File: src/rtl/lc3b_types.sv
// Shared LC-3b datapath types used across the memory-side blocks.
package lc3b_types;
  typedef logic [15:0] lc3b_word;
  typedef logic [1:0]  lc3b_mem_wmask;
  typedef logic [7:0]  lc3b_byte;
endpackage

File: src/rtl/lc3b_byte_bridge_if.sv
// 8-bit req/ack byte bus between the word bridge (master) and byte memory (slave).
interface lc3b_byte_bridge_if;
  import lc3b_types::*;

  logic     bus_req;
  logic     bus_we;
  lc3b_word bus_addr;
  lc3b_byte bus_wdata;
  logic     bus_ack;
  lc3b_byte bus_rdata;

  modport master (
    output bus_req, bus_we, bus_addr, bus_wdata,
    input  bus_ack, bus_rdata
  );

  modport slave (
    input  bus_req, bus_we, bus_addr, bus_wdata,
    output bus_ack, bus_rdata
  );
endinterface

File: src/rtl/lc3b_byte_bridge.sv
// Serves 16-bit control-unit memory requests as one or two byte transfers on
// an 8-bit req/ack bus, then returns a one-cycle mem_resp with the read word.
module lc3b_byte_bridge
  import lc3b_types::*;
(
  input  logic                clk,
  input  logic                rst_n,
  input  logic                mem_read,
  input  logic                mem_write,
  input  lc3b_word            mem_address,
  input  lc3b_word            mem_wdata,
  input  lc3b_mem_wmask       mem_byte_enable,
  output logic                mem_resp,
  output lc3b_word            mem_rdata,
  lc3b_byte_bridge_if.master  bus
);

  typedef enum logic [1:0] {
    S_IDLE = 2'd0,
    S_LO   = 2'd1,
    S_HI   = 2'd2,
    S_RESP = 2'd3
  } state_t;

  state_t   state_q, state_d;
  lc3b_word addr_q;
  lc3b_word wdata_q;
  logic     hi_en_q;
  logic     op_we_q;
  lc3b_byte rdata_lo_q;
  lc3b_word rdata_q;

  logic req_seen;
  logic bus_done;

  function automatic lc3b_byte lane_of(input lc3b_word w, input logic hi);
    return hi ? w[15:8] : w[7:0];
  endfunction

  assign req_seen = mem_read | mem_write;
  assign bus_done = bus.bus_req & bus.bus_ack;

  always_ff @(posedge clk or negedge rst_n) begin
    if (!rst_n) state_q <= S_IDLE;
    else        state_q <= state_d;
  end

  always_comb begin
    state_d = state_q;
    unique case (state_q)
      S_IDLE: begin
        if (mem_read) begin
          state_d = S_LO;
        end else if (mem_write) begin
          unique case (mem_byte_enable)
            2'b00:   state_d = S_RESP;
            2'b10:   state_d = S_HI;
            default: state_d = S_LO;
          endcase
        end
      end
      // A low-byte-only write skips the high lane entirely.
      S_LO:    if (bus_done) state_d = (op_we_q && !hi_en_q) ? S_RESP : S_HI;
      S_HI:    if (bus_done) state_d = S_RESP;
      S_RESP:  state_d = S_IDLE;
      default: state_d = S_IDLE;
    endcase
  end

  always_comb begin
    bus.bus_req   = 1'b0;
    bus.bus_we    = 1'b0;
    bus.bus_addr  = '0;
    bus.bus_wdata = '0;
    mem_resp      = 1'b0;
    unique case (state_q)
      S_LO: begin
        bus.bus_req   = 1'b1;
        bus.bus_we    = op_we_q;
        bus.bus_addr  = addr_q;
        bus.bus_wdata = lane_of(wdata_q, 1'b0);
      end
      S_HI: begin
        bus.bus_req   = 1'b1;
        bus.bus_we    = op_we_q;
        bus.bus_addr  = addr_q | 16'h0001;
        bus.bus_wdata = lane_of(wdata_q, 1'b1);
      end
      S_RESP:  mem_resp = 1'b1;
      default: ;
    endcase
  end

  // Request fields are frozen on acceptance so CPU changes mid-flight are ignored.
  always_ff @(posedge clk or negedge rst_n) begin
    if (!rst_n) begin
      addr_q  <= '0;
      wdata_q <= '0;
      hi_en_q <= 1'b0;
      op_we_q <= 1'b0;
    end else if (state_q == S_IDLE && req_seen) begin
      addr_q  <= mem_address & 16'hFFFE;
      wdata_q <= mem_wdata;
      hi_en_q <= mem_byte_enable[1];
      op_we_q <= ~mem_read;
    end
  end

  // The low byte is staged so mem_rdata only changes when a full read completes.
  always_ff @(posedge clk or negedge rst_n) begin
    if (!rst_n) begin
      rdata_lo_q <= '0;
      rdata_q    <= '0;
    end else if (bus_done && !op_we_q) begin
      if (state_q == S_LO) rdata_lo_q <= bus.bus_rdata;
      if (state_q == S_HI) rdata_q    <= {bus.bus_rdata, rdata_lo_q};
    end
  end

  assign mem_rdata = rdata_q;

endmodule

File: src/flat_wrapper.sv
// flat-port wrapper written by rule: the top's interface ports become plain ports
module lc3b_byte_bridge_flat import lc3b_types::*;
  (clk, rst_n, mem_read, mem_write, mem_address, mem_wdata, mem_byte_enable, mem_resp, mem_rdata, bus_bus_req, bus_bus_we, bus_bus_addr, bus_bus_wdata, bus_bus_ack, bus_bus_rdata);
  lc3b_byte_bridge_if bus_i ();
  input  logic clk;
  input  logic rst_n;
  input  logic mem_read;
  input  logic mem_write;
  input  lc3b_word mem_address;
  input  lc3b_word mem_wdata;
  input  lc3b_mem_wmask mem_byte_enable;
  output logic mem_resp;
  output lc3b_word mem_rdata;
  output wire logic [$bits(bus_i.bus_req)-1:0] bus_bus_req;
  output wire logic [$bits(bus_i.bus_we)-1:0] bus_bus_we;
  output wire logic [$bits(bus_i.bus_addr)-1:0] bus_bus_addr;
  output wire logic [$bits(bus_i.bus_wdata)-1:0] bus_bus_wdata;
  input wire logic [$bits(bus_i.bus_ack)-1:0] bus_bus_ack;
  input wire logic [$bits(bus_i.bus_rdata)-1:0] bus_bus_rdata;
  assign bus_bus_req = bus_i.bus_req;
  assign bus_bus_we = bus_i.bus_we;
  assign bus_bus_addr = bus_i.bus_addr;
  assign bus_bus_wdata = bus_i.bus_wdata;
  assign bus_i.bus_ack = bus_bus_ack;
  assign bus_i.bus_rdata = bus_bus_rdata;
  lc3b_byte_bridge u_core (.clk(clk), .rst_n(rst_n), .mem_read(mem_read), .mem_write(mem_write), .mem_address(mem_address), .mem_wdata(mem_wdata), .mem_byte_enable(mem_byte_enable), .mem_resp(mem_resp), .mem_rdata(mem_rdata), .bus(bus_i));
endmodule
File: config.mk
export PLATFORM = sky130hd
export DESIGN_NAME = lc3b_byte_bridge_flat
export DESIGN_NICKNAME = d
export VERILOG_FILES = /design/src/rtl/lc3b_types.sv /design/src/rtl/lc3b_byte_bridge_if.sv /design/src/rtl/lc3b_byte_bridge.sv /design/src/flat_wrapper.sv
export SDC_FILE = /design/constraint.sdc
export NUM_CORES = 1
export LEC_CHECK = 0
export ABC_AREA = 0
export BUFFER_PORTS_ARGS = -buffer_cell sky130_fd_sc_hd__buf_2
export CAP_MARGIN = 10
export CORE_MARGIN = 3
export CORE_UTILIZATION = 45
export CTS_CLUSTER_DIAMETER = 200
export DETAILED_ROUTE_END_ITERATION = 10
export PLACE_DENSITY = 0.73
export SYNTH_ARGS = -nofsm -noshare
export SYNTH_HDL_FRONTEND = slang
export SYNTH_SLANG_ARGS = --single-unit
File: constraint.sdc
create_clock -name clk -period 2.01 [get_ports clk]
set_input_delay 0.201 -clock clk [delete_from_list [all_inputs] [get_ports clk]]
set_output_delay 0.201 -clock clk [all_outputs]
set_load 0.005 [all_outputs]
==> reports/qor.csv <==
stage,metric,value,unit
run_status,outcome,completed,
synthesis,syn_avg_cell_area,14.7,µm²
finish,finalNonFillerCells,355,
place,pre_cts_slack,0.118,ns
clock_tree,clkLatencyLatePin,0.33,ns
pwr,sw_frac_of_total,0.302,
clock_tree,cts_num_sinks,59,
worst_setup_path,crit_required,1.81,ns
worst_setup_path,critPathCaptureType,primary output,
worst_setup_path,crit_fanout,15,
floorplanning,start_util,0.472,
grt,grtUsageTotal,0.162,
finish,area_delta_synth_final,30.3,%
place,dp_cells,337,
synthesis,yosysWarnings,0,
grt,grt_pass1_vias,1751,
sta,period_share,0.956,
grt,grt_max_degree,39,
floorplanning,die_width,82.7,µm
place,place.gp.congestion,0.764,
routing,first_iter_violations,49,
synthesis,syn_inst,180,
worst_setup_path,critPathLaunchType,register,
finish,final_area,0.00345,mm²
synthesis,synth_flop_cell,dfrtp_1,
worst_setup_path,rrSetupSlack,0.17,ns
synthesis,async_reset_ff_frac,1.00,
finish,diodes,0,
synthesis,synth_edf_count,0,
sta,min_period,1.92,ns
routing,route.vias.total,1734,
synthesis,synth_cell_types,26,
sta,final-setup-viol-count,0,
grt,grt_pass1_wl,8070,µm
routing,wirelength,5140,µm
pwr,internal_power,4.11,mW
pwr,p_comb_frac,0.444,
synthesis,syn_area,0.00265,mm²
pwr,ir_drop,0.000861,V
worst_setup_path,arrival,1.72,ns
sta,worst_slew_pin_slew,1.06,ns
finish,num-nets-final,330,
worst_setup_path,crit_type,reg2out,
clock_tree,htreeDepth,3,
floorplanning,dieArea,0.00684,mm²
pwr,power.density,1710,mW/mm²
pwr,power_frac_seq,0.353,
worst_setup_path,reg2reg_from,u_core.state_q[1],
synthesis,synth_largest_area_cell,dfrtp_1,
worst_hold_path,min_from,mem_address[9],
synthesis,synth_top_area_frac,0.557,
pwr,power.leakage,1.74,nW
synthesis,syn-num-nets,232,
worst_hold_path,hold_depth,2,
synthesis,synth_area_leaders,"dfrtp_1, mux2_2, mux2_4, and2_1, ha_1",
place,hpwl,3640,µm
clock_tree,cts_root_buf,clkbuf_8,
grt,grt_overflow_total,0,
pwr,net-switching-power,1.78,mW
worst_hold_path,min_to,u_core.addr_q[9],
clock_tree,clk_path_buf_depth,2,
finish,drive_gt1_frac,0.622,
worst_setup_path,worst_r2r_endpoint,u_core.mem_rdata[4],
place,dpl_cell_area,0.00316,mm²
sta,fin_tns_setup,0,ns
clock_tree,path_clk_slew,0.06,ns
sta,rsz0062_at_grt,false,
sta,skew,0.00788,ns
flow_run,cap_violations,0,
synthesis,synth-seq-area-share,0.557,
clock_tree,cts_buffers,9,
routing,drc,0,
synthesis,synth-seq-cells,59,
routing,drt-pass1-iter-count,4,
pwr,p_clk_frac,0.203,
sta,relSlewSlack,0.289,
worst_hold_path,hold_path_class,in2reg,
place,place.port_buffers,88,
routing,wl_per_cell,14.5,µm
routing,final_antenna_net_count,0,
clock_tree,tritoncts,yes,
sta,setup_ws,0.0890,ns
floorplanning,die_h,82.7,µm
sta,max_freq,521,MHz
sta,hold_viol,0,
routing,vias_per_cell,4.88,
floorplanning,core_area,0.00561,mm²
floorplanning,io_pins,90,
grt,antenna_found_initial,0,
worst_setup_path,r2r_cells,5,
sta,maxSlewViolCount,0,
floorplanning,fp-row-count,27,
finish,fillers,460,
[stage by stage]
step	utilization	total power, mW	hold WS, ns
floorplan	-	3.75	-0.0946
global route	0.615	6.34	0.0872
detailed placement	0.563	4.56	0.209
CTS	0.611	5.92	0.0784
finish	0.615	5.89	0.0980
global placement	0.563	4.49	0.199
[cell families (layout without fill, tap and decap cells)]
kind of cell	Yosys count	in the layout	share of synthesized area
adders and majority gates	5	5	0.0236
AOI/OAI and AO/OA	12	12	0.0368
muxes	59	59	0.265
DFF	59	59	0.557
buffers and inverters	11	114	0.0345
and+or+nand+nor	34	34	0.0822
[worst max-delay path by stage]
stage                                       to  cells after the start              start  slack [ns]
after floorplan           u_core.mem_rdata[10]                      6  u_core.state_q[0]        0.27
after global placement         bus_bus_addr[8]                      6  u_core.state_q[1]        0.14
after detailed placement       bus_bus_addr[8]                      6  u_core.state_q[1]        0.12
after CTS                      bus_bus_addr[8]                      6  u_core.state_q[1]        0.07
after global routing           bus_bus_addr[3]                      6  u_core.state_q[1]       0.002
final                          bus_bus_addr[4]                      6  u_core.state_q[1]        0.09
[cells in the mapped netlist (2+ instances only)]
library cell / n
buf_6: 3
dfrtp_1: 59
inv_1: 3
nor2_1: 3
a22oi_1: 8
mux2i_1: 2
and2_1: 16
ha_1: 5
clkbuf_1: 2
mux2_2: 46
nor2b_1: 8
mux2_4: 11
[what timing repair did]
action                     CTS  global route
gates resized for setup      4             2
setup endpoints to repair   15            14
hold endpoints to repair    21             0
hold buffers                 1             0
buffers inserted             1             0
[state kept, by name, summed over array words and instances (netlist names)]
| name | count |
|---|---|
| u_core.hi_en_q | 1 |
| u_core.wdata_q | 16 |
| u_core.rdata_lo_q | 8 |
| u_core.mem_rdata | 16 |
| u_core.state_q | 2 |
| u_core.op_we_q | 1 |
| u_core.addr_q | 15 |
[power by group through the flow]
| stage | clock (mW) | combinational [mW] | sequential (mW) |
|---|---|---|---|
| 6_report | 1.19 | 2.61 | 2.08 |
| 5_1_grt | 1.29 | 2.89 | 2.16 |
| 4_1_cts | 1.24 | 2.60 | 2.08 |
| 3_5_place_dp | 0 | 2.47 | 2.09 |
| 3_3_place_gp | 0 | 2.41 | 2.08 |
| 2_1_floorplan | 0 | 1.70 | 2.06 |
[area by class of cell]
| cell class | count | area, µm² | share of cell area |
|---|---|---|---|
| sequential | 59 | 1480 | 0.428 |
| clock buffer | 11 | 151 | 0.0439 |
| clock inverter | 5 | 75.1 | 0.0218 |
| tap | 72 | 90.1 | 0.0261 |
| timing repair buffer | 95 | 520 | 0.151 |
| multi-input combinational | 110 | 1130 | 0.326 |
| inverter | 3 | 11.3 | 0.00326 |
[layer usage]
| metal | track usage | vias up | wire length, µm |
|---|---|---|---|
| met4 | 0.0899 | 0 | 110 |
| met3 | 0.0618 | 11 | 508 |
| met5 | 0 | - | 0 |
| li1 | - | 827 | - |
| met1 | 0.206 | 822 | 2340 |
| met2 | 0.237 | 74 | 2190 |
[critical path, cell delays in order (launching register included)]
cell and delay, ns:
dfrtp_1 0.39, inv_1 0.20, ha_4 0.26, nor2b_4 0.13, buf_12 0.13, and2_1 0.15
buf_2 0.12
[placed cells by master (no fill, tap or decap), types with 3 or more instances in the layout]
cell type,count
clkinv_2,3
ha_1,3
mux2_4,11
buf_2,88
mux2_2,46
and2_1,16
inv_1,3
nor2b_1,8
buf_4,4
dfrtp_1,59
clkbuf_8,11
a22oi_1,8
(Power assumes the default switching activity.)
